## config.mk

```make
export PLATFORM = sky130hd
export DESIGN_NAME = seq_pattern_tx
export DESIGN_NICKNAME = d
export VERILOG_FILES = /design/src/rtl/seq_pattern_tx.sv
export SDC_FILE = /design/constraint.sdc
export NUM_CORES = 1
export LEC_CHECK = 0
export CAP_MARGIN = 20
export CORE_AREA = 4 4 77 79
export CTS_CLUSTER_DIAMETER = 100
export DETAILED_ROUTE_END_ITERATION = 7
export DIE_AREA = 0 0 81 83
export PLACE_DENSITY = 0.59
export SLEW_MARGIN = 20
export SYNTH_ARGS = -nofsm -noshare
export SYNTH_HDL_FRONTEND = slang
export SYNTH_SLANG_ARGS = --single-unit
```

## constraint.sdc

```tcl
create_clock -name CLK -period 2.4 [get_ports CLK]
set_clock_uncertainty 0.2 [all_clocks]
set_input_delay 0.48 -clock CLK [delete_from_list [all_inputs] [get_ports CLK]]
set_output_delay 0.48 -clock CLK [all_outputs]
set_load 0.03 [all_outputs]
```

## src/rtl/seq_pattern_tx.sv

```systemverilog
// Serial bit-pattern transmitter: loads a word and length, then shifts
// it out MSB-first with hold, repeat, done and illegal-length error.
module seq_pattern_tx #(
    parameter int WIDTH = 8,
    parameter int LEN_W = 4
) (
    input  logic             CLK,
    input  logic             RST_N,
    input  logic             Load_Valid,
    input  logic [WIDTH-1:0] Load_Data,
    input  logic [LEN_W-1:0] Load_Len,
    input  logic             Repeat,
    input  logic             Hold,
    output logic             Load_Ready,
    output logic             Out1,
    output logic             Out_Valid,
    output logic             Done,
    output logic             Err
);

    typedef enum logic [1:0] {
        S_IDLE  = 2'd0,
        S_SHIFT = 2'd1,
        S_DONE  = 2'd2
    } state_t;

    localparam logic [LEN_W-1:0] MAX_LEN = LEN_W'(WIDTH);
    localparam logic [LEN_W-1:0] ONE     = LEN_W'(1);

    state_t           state_q, state_d;
    logic [WIDTH-1:0] sr_q, sr_d;
    logic [WIDTH-1:0] word_q, word_d;
    logic [LEN_W-1:0] len_q, len_d;
    logic [LEN_W-1:0] cnt_q, cnt_d;
    logic             err_q, err_d;
    logic             len_ok;

    assign len_ok = (Load_Len != '0) && (Load_Len <= MAX_LEN);

    // State and datapath registers; reset abandons any pattern in flight
    always_ff @(posedge CLK or negedge RST_N) begin
        if (!RST_N) begin
            state_q <= S_IDLE;
            sr_q    <= '0;
            word_q  <= '0;
            len_q   <= '0;
            cnt_q   <= '0;
            err_q   <= 1'b0;
        end else begin
            state_q <= state_d;
            sr_q    <= sr_d;
            word_q  <= word_d;
            len_q   <= len_d;
            cnt_q   <= cnt_d;
            err_q   <= err_d;
        end
    end

    // Next-state logic: load, shift with hold, and done/repeat decision
    always_comb begin
        state_d = state_q;
        sr_d    = sr_q;
        word_d  = word_q;
        len_d   = len_q;
        cnt_d   = cnt_q;
        err_d   = 1'b0;
        unique case (state_q)
            S_IDLE: begin
                if (Load_Valid) begin
                    if (len_ok) begin
                        sr_d    = Load_Data;
                        word_d  = Load_Data;
                        len_d   = Load_Len;
                        cnt_d   = Load_Len;
                        state_d = S_SHIFT;
                    end else begin
                        err_d = 1'b1;
                    end
                end
            end
            S_SHIFT: begin
                if (!Hold) begin
                    sr_d = {sr_q[WIDTH-2:0], 1'b0};
                    if (cnt_q != '0) begin
                        cnt_d = cnt_q - ONE;
                    end
                    // A zero count cannot occur here, but must not stall
                    if (cnt_q <= ONE) begin
                        state_d = S_DONE;
                    end
                end
            end
            S_DONE: begin
                if (Repeat) begin
                    sr_d    = word_q;
                    cnt_d   = len_q;
                    state_d = S_SHIFT;
                end else begin
                    state_d = S_IDLE;
                end
            end
            default: begin
                state_d = S_IDLE;
            end
        endcase
    end

    assign Load_Ready = (state_q == S_IDLE);
    assign Out_Valid  = (state_q == S_SHIFT);
    assign Out1       = (state_q == S_SHIFT) & sr_q[WIDTH-1];
    assign Done       = (state_q == S_DONE);
    assign Err        = err_q;

endmodule
```

After elaboration in Yosys (flattened, before gate mapping)
Cells that the tools add are included.
Storage, ports and cells
  output and inout port bits: 5
  input port bits: 17
  register bits after elaboration: 27
Cells by class
  bitwise logic cells: 1
  reduce and logical (&&, ||, !) cells: 9
  multiplexer cells: 20
  equality and inequality tests: 8
  add/sub/neg operators: 1
  magnitude comparators: 2
Operators by type and width (number)
  $mux W8: 4
  $pmux W8 S3: 1
  $mux W4: 5
  $pmux W4 S3: 1
  $mux W2: 4
  $reduce_bool A4 Y1: 2
  $ne A2 B1 Y1 const B: 3
  $ne A2 B2 Y1 const B: 3
  $pmux W2 S3: 1
  $reduce_and A6 Y1: 1
  $reduce_and A5 Y1: 1
  $le A4 B1 Y1 const B: 1
  $le A4 B4 Y1 const B: 1
  $mux W1: 4
  $reduce_and A4 Y1: 1
  $sub A4 B1 Y4 const B: 1
  $reduce_and A3 Y1: 1
  $reduce_bool A3 Y1: 1
  $eq A2 B1 Y1 const B: 1
  $eq A2 B2 Y1 const B: 1
  $logic_not A2 Y1: 1
  $and A1 B1 Y1: 1
  $logic_and A1 B1 Y1: 1

Depth between registers and ports, before layout
  depth in word-level cells: 5
  mapped depth: 7
  gate-level depth less buffers: 6

Worst setup path before layout
No wires, ideal clock.
  path type: register -> register
  start: reg state_q[0]
  end: reg sr_q[0]
  clock period less this slack: 2.392 ns
  buffers on the path: 1
  stages on the path, launching flop included: 8
  setup time: 0.125 ns
  arrival: 2.067 ns
  slack: 0.008 ns
  cells stage by stage: dfrtp_1 -> inv_1 -> ha_1 -> inv_1 -> o21ai_0 -> or3b_1 -> buf_6 -> mux2_4
On the way
  word-level cells in the longest chain between the ends: 3
  elaborated cells on any way between the ends: 10
RTL lines
  start: declaration: RTL line 30  | state_t state_q, state_d;
  start signal: assignment: RTL line 50  | state_q <= state_d;
  $logic_not A2 Y1 (*)
  net Load_Ready: RTL line 14  | output logic Load_Ready,
  $ne A2 B1 Y1 (no line), or another cell as far along
  $reduce_and A5 Y1 (no line)
  end signal: assignment: RTL line 51  | sr_q <= sr_d;
  end: declaration: RTL line 31  | logic [WIDTH-1:0] sr_q, sr_d;
Mark *: on every way through the listed nets, which the timed path passes. The rest lies on a longest branch.
A chain may end at the register's enable or synchronous reset.

Worst setup path in the final report
  start: reg state_q[0]
  end: reg cnt_q[1]
On the way
  word-level cells in the longest chain between the ends: 3
  elaborated cells on any way between the ends: 11
RTL lines
  $eq A2 B1 Y1, or another cell as far along: RTL line 67  | unique case (state_q)
  $ne A2 B1 Y1 (no line), or another cell as far along
  $reduce_and A6 Y1 (no line)
  end signal: assignment: RTL line 54  | cnt_q <= cnt_d;
  end: declaration: RTL line 34  | logic [LEN_W-1:0] cnt_q, cnt_d;
Several ways; a longest one is shown, not always the timed one.

==> out/metrics.yaml <==
run_status:
  status: "finished, final reports clean"
pwr:
  total_leakage_power_nw: 0.887
  p_per_area_mw_per_mm2: 1320
  ir_drop_uv: 446
detailed_routing:
  vias_per_cell: 4.51
  vias: 1096
  ant_nets: 0
  drt_iter0_markers: 28
  drt_pass1_iterations: 4
  wire_per_inst_um: 12.7
  drt_wl_total_mm: 3.09
  drc: 0
floorplanning:
  core_mm2: 0.00534
  die_y_um: 83
  io_pins: 22
  die_area_mm2: 0.00672
  num_rows: 27
  start_util_pct: 28.5
  die_w_um: 81
synthesis:
  synth_xor_area_share_pct: 1.73
  synth_seq_cells: 27
  yosysWarnings: 0
  ys_seq_area_share_pct: 44.5
  synth_adder_area_share_pct: 5.77
  ys_types: 30
  synth_compound_area_share_pct: 12.3
  syn_nets: 159
  syn_inst: 135
  synthMuxAreaShare_pct: 20.7
  synth.avg_cell_area_um2: 11.3
  netlist_area_mm2: 0.00152
  synth_top_family_by_area: "multiplexers"
  synthSimpleGateAreaFrac_pct: 10.8
place:
  place_hpwl_mm: 2.33
  place_area_mm2: 0.00191
  portBuffers: 21
  gp_congestion: 0.740
setup_path:
  rrSetupSlack_ns: 0.15
  r2r_start: "state_q[0]"
  r2r_cells: 7
  worstPathMaxFanout: 6
  r2r-end: "cnt_q[1]"
  path_class: "register to register"
  cp.arrival_ns: 2.22
  critPathRequiredTime_ns: 2.38
  crit_path_start_kind: "register"
  crit_path_end_kind: "register"
sta:
  max_freq_mhz: 445
  slew_headroom_pct: 70.7
  hold_viol_final: 0
  drv_slew: 0
  rsz0062_at_grt: "false"
  fin_crit_sh_pct: 93.6
  min_period_ns: 2.25
  fin_setup_tns_ns: 0
  finalSetupViolations: 0
  worst_slew_pin_slew_ns: 0.439
hold_path:
  hp-class: "register to register"
  hp-start: "sr_q[7]"
  whs_path_depth: 1
  holdPathEnd: "sr_q[7]"
cts:
  clock_latency_ns: 0.28
  cts_buffers: 3
  cts_max_path_buffers: 2
  path_clk_slew_ns: 0.10
  postCtsSetupBuffers: 0
  cts-root-buf: "clkbuf_8"
  cts_tree: "done"
  numClockSinks: 27
  htreeDepth: 1
run:
  cap_violations: 0
global_route:
  grt_pass1_wl_mm: 5.04
  gr-usage-all-layers_pct: 9.59
  grt_pass1_vias: 1040
  grt_max_degree: 28
  antenna_found_initial: 0
  overflow: 0
cells_and_area:
  drive_above_1_share_pct: 32.7
  seq_area_um2: 676
  n_antenna_cell: 0
  area_delta_synth_final_pct: 29.0
  multi_input_area_um2: 778
  final_cell_area_mm2: 0.00196
  fin_nets: 196
  fillCellCount: 559
## cell families (layout without fill, tap and decap cells)
| group | count (synthesis) | in the layout |
|---|---|---|
| flops | 27 | 27 |
| buf+inv | 15 | 51 |
| compound gates | 29 | 29 |
| mux | 25 | 25 |
| fa+ha+maj | 7 | 7 |
| xor+xnor | 3 | 3 |
| simple gates | 29 | 29 |
## cells in the mapped netlist
master | n | area, µm²
nand2_1 | 5 | 18.8
or3b_1 | 1 | 8.76
nand2b_1 | 1 | 6.26
o32a_2 | 1 | 11.3
buf_6 | 1 | 11.3
nand3_1 | 1 | 5.00
a22oi_1 | 9 | 67.6
dfrtp_1 | 27 | 676
a21oi_1 | 12 | 60.1
mux2_2 | 16 | 180
nor4b_4 | 1 | 23.8
and2_1 | 1 | 6.26
a31o_2 | 1 | 8.76
nor3_1 | 2 | 10.0
nor3_4 | 1 | 16.3
inv_1 | 8 | 30.0
clkbuf_1 | 5 | 18.8
and2_2 | 1 | 7.51
mux2_4 | 8 | 120
buf_2 | 1 | 5.00
mux2i_2 | 1 | 13.8
nor2_1 | 13 | 48.8
xnor2_1 | 1 | 8.76
and3_1 | 2 | 12.5
a31oi_1 | 1 | 6.26
ha_1 | 7 | 87.6
xor2_1 | 2 | 17.5
a211oi_1 | 1 | 7.51
a22o_2 | 1 | 10.0
o21ai_0 | 3 | 15.0
## where the power goes
part | total (mW) | internal [mW] | switching, mW | leakage [nW]
Clock | 0.274 | 0.118 | 0.155 | 0.0217
Sequential | 0.825 | 0.687 | 0.138 | 0.326
Combinational | 1.48 | 0.806 | 0.678 | 0.540
## layout make-up
class	instances	share of cell area (%)
clock inverter	1	0.383
clock buffer	3	2.11
sequential	27	34.5
tap	72	4.60
multi-input combinational	93	39.7
timing repair buffer	39	17.2
inverter	8	1.53
## sequential cells by signal, summed over array words and instances, names as in the netlist
signal	flops
cnt_q	4
word_q	8
state_q	2
len_q	4
Err	1
sr_q	8
## critical path: stages, from the launching register on
cell	delay, ns
dfrtp_1	0.43
inv_1	0.09
ha_1	0.29
inv_1	0.07
o21ai_0	0.13
buf_4	0.18
nor4b_4	0.37
mux2_2	0.38
## metrics by stage
stage	hold slack (ns)	util (%)	total power, mW	instances	setup slack, ns
floorplan	-0.0156	-	1.94	135	0.00769
global placement	0.291	35.8	2.32	239	-0.103
detailed placement	0.298	35.8	2.35	239	-0.131
CTS	0.322	36.7	2.63	243	0.135
global route	0.331	36.7	2.79	243	0.00668
finish	0.315	36.7	2.58	243	0.153
## cell usage in the layout (no fill, tap or decap)
cell             count
or3b_1               1
ha_1                 7
o21ai_0              3
clkinvlp_4           1
nand3_1              1
dlygate4sd2_1        1
and2_1               1
a21oi_1             12
a211oi_1             1
a31oi_1              1
inv_1                8
o32a_2               1
nor3_1               2
xnor2_1              1
mux2_2              16
and2_2               1
mux2i_2              1
nand2_1              5
nor4b_4              1
buf_4               21
clkbuf_8             3
and3_1               2
clkdlybuf4s50_1     17
nor3_4               1
nand2b_1             1
a31o_2               1
mux2_4               8
xor2_1               2
nor2_1              13
a22oi_1              9
dfrtp_1             27
a22o_2               1
## worst max-delay path by stage
| stage | from | to | slack, ns | depth (start not counted) |
|---|---|---|---|---|
| after floorplan | state_q[0] | sr_q[0] | 0.008 | 7 |
| after global placement | Load_Len[1] | cnt_q[1] | -0.10 | 6 |
| after detailed placement | Load_Len[1] | cnt_q[1] | -0.13 | 6 |
| after CTS | state_q[0] | cnt_q[1] | 0.14 | 7 |
| after global routing | state_q[0] | cnt_q[1] | 0.007 | 7 |
| final | state_q[0] | cnt_q[1] | 0.15 | 7 |
## metal layers
layer  routed length (µm)  part of all wire [%]  track usage (%)
met1                 1560                    50             13.6
met2                 1360                    44             14.0
met3                  112                   3.6             1.95
met4                   59                   1.9             4.15
met5                    0                     0                0
## repair_timing
item | CTS | global route
endpoints found under the setup margin | 1 | 0
resized for setup | 1 | 0
hold buffers | 0 | 0
No activity file was read; power rests on OpenSTA's default activity.
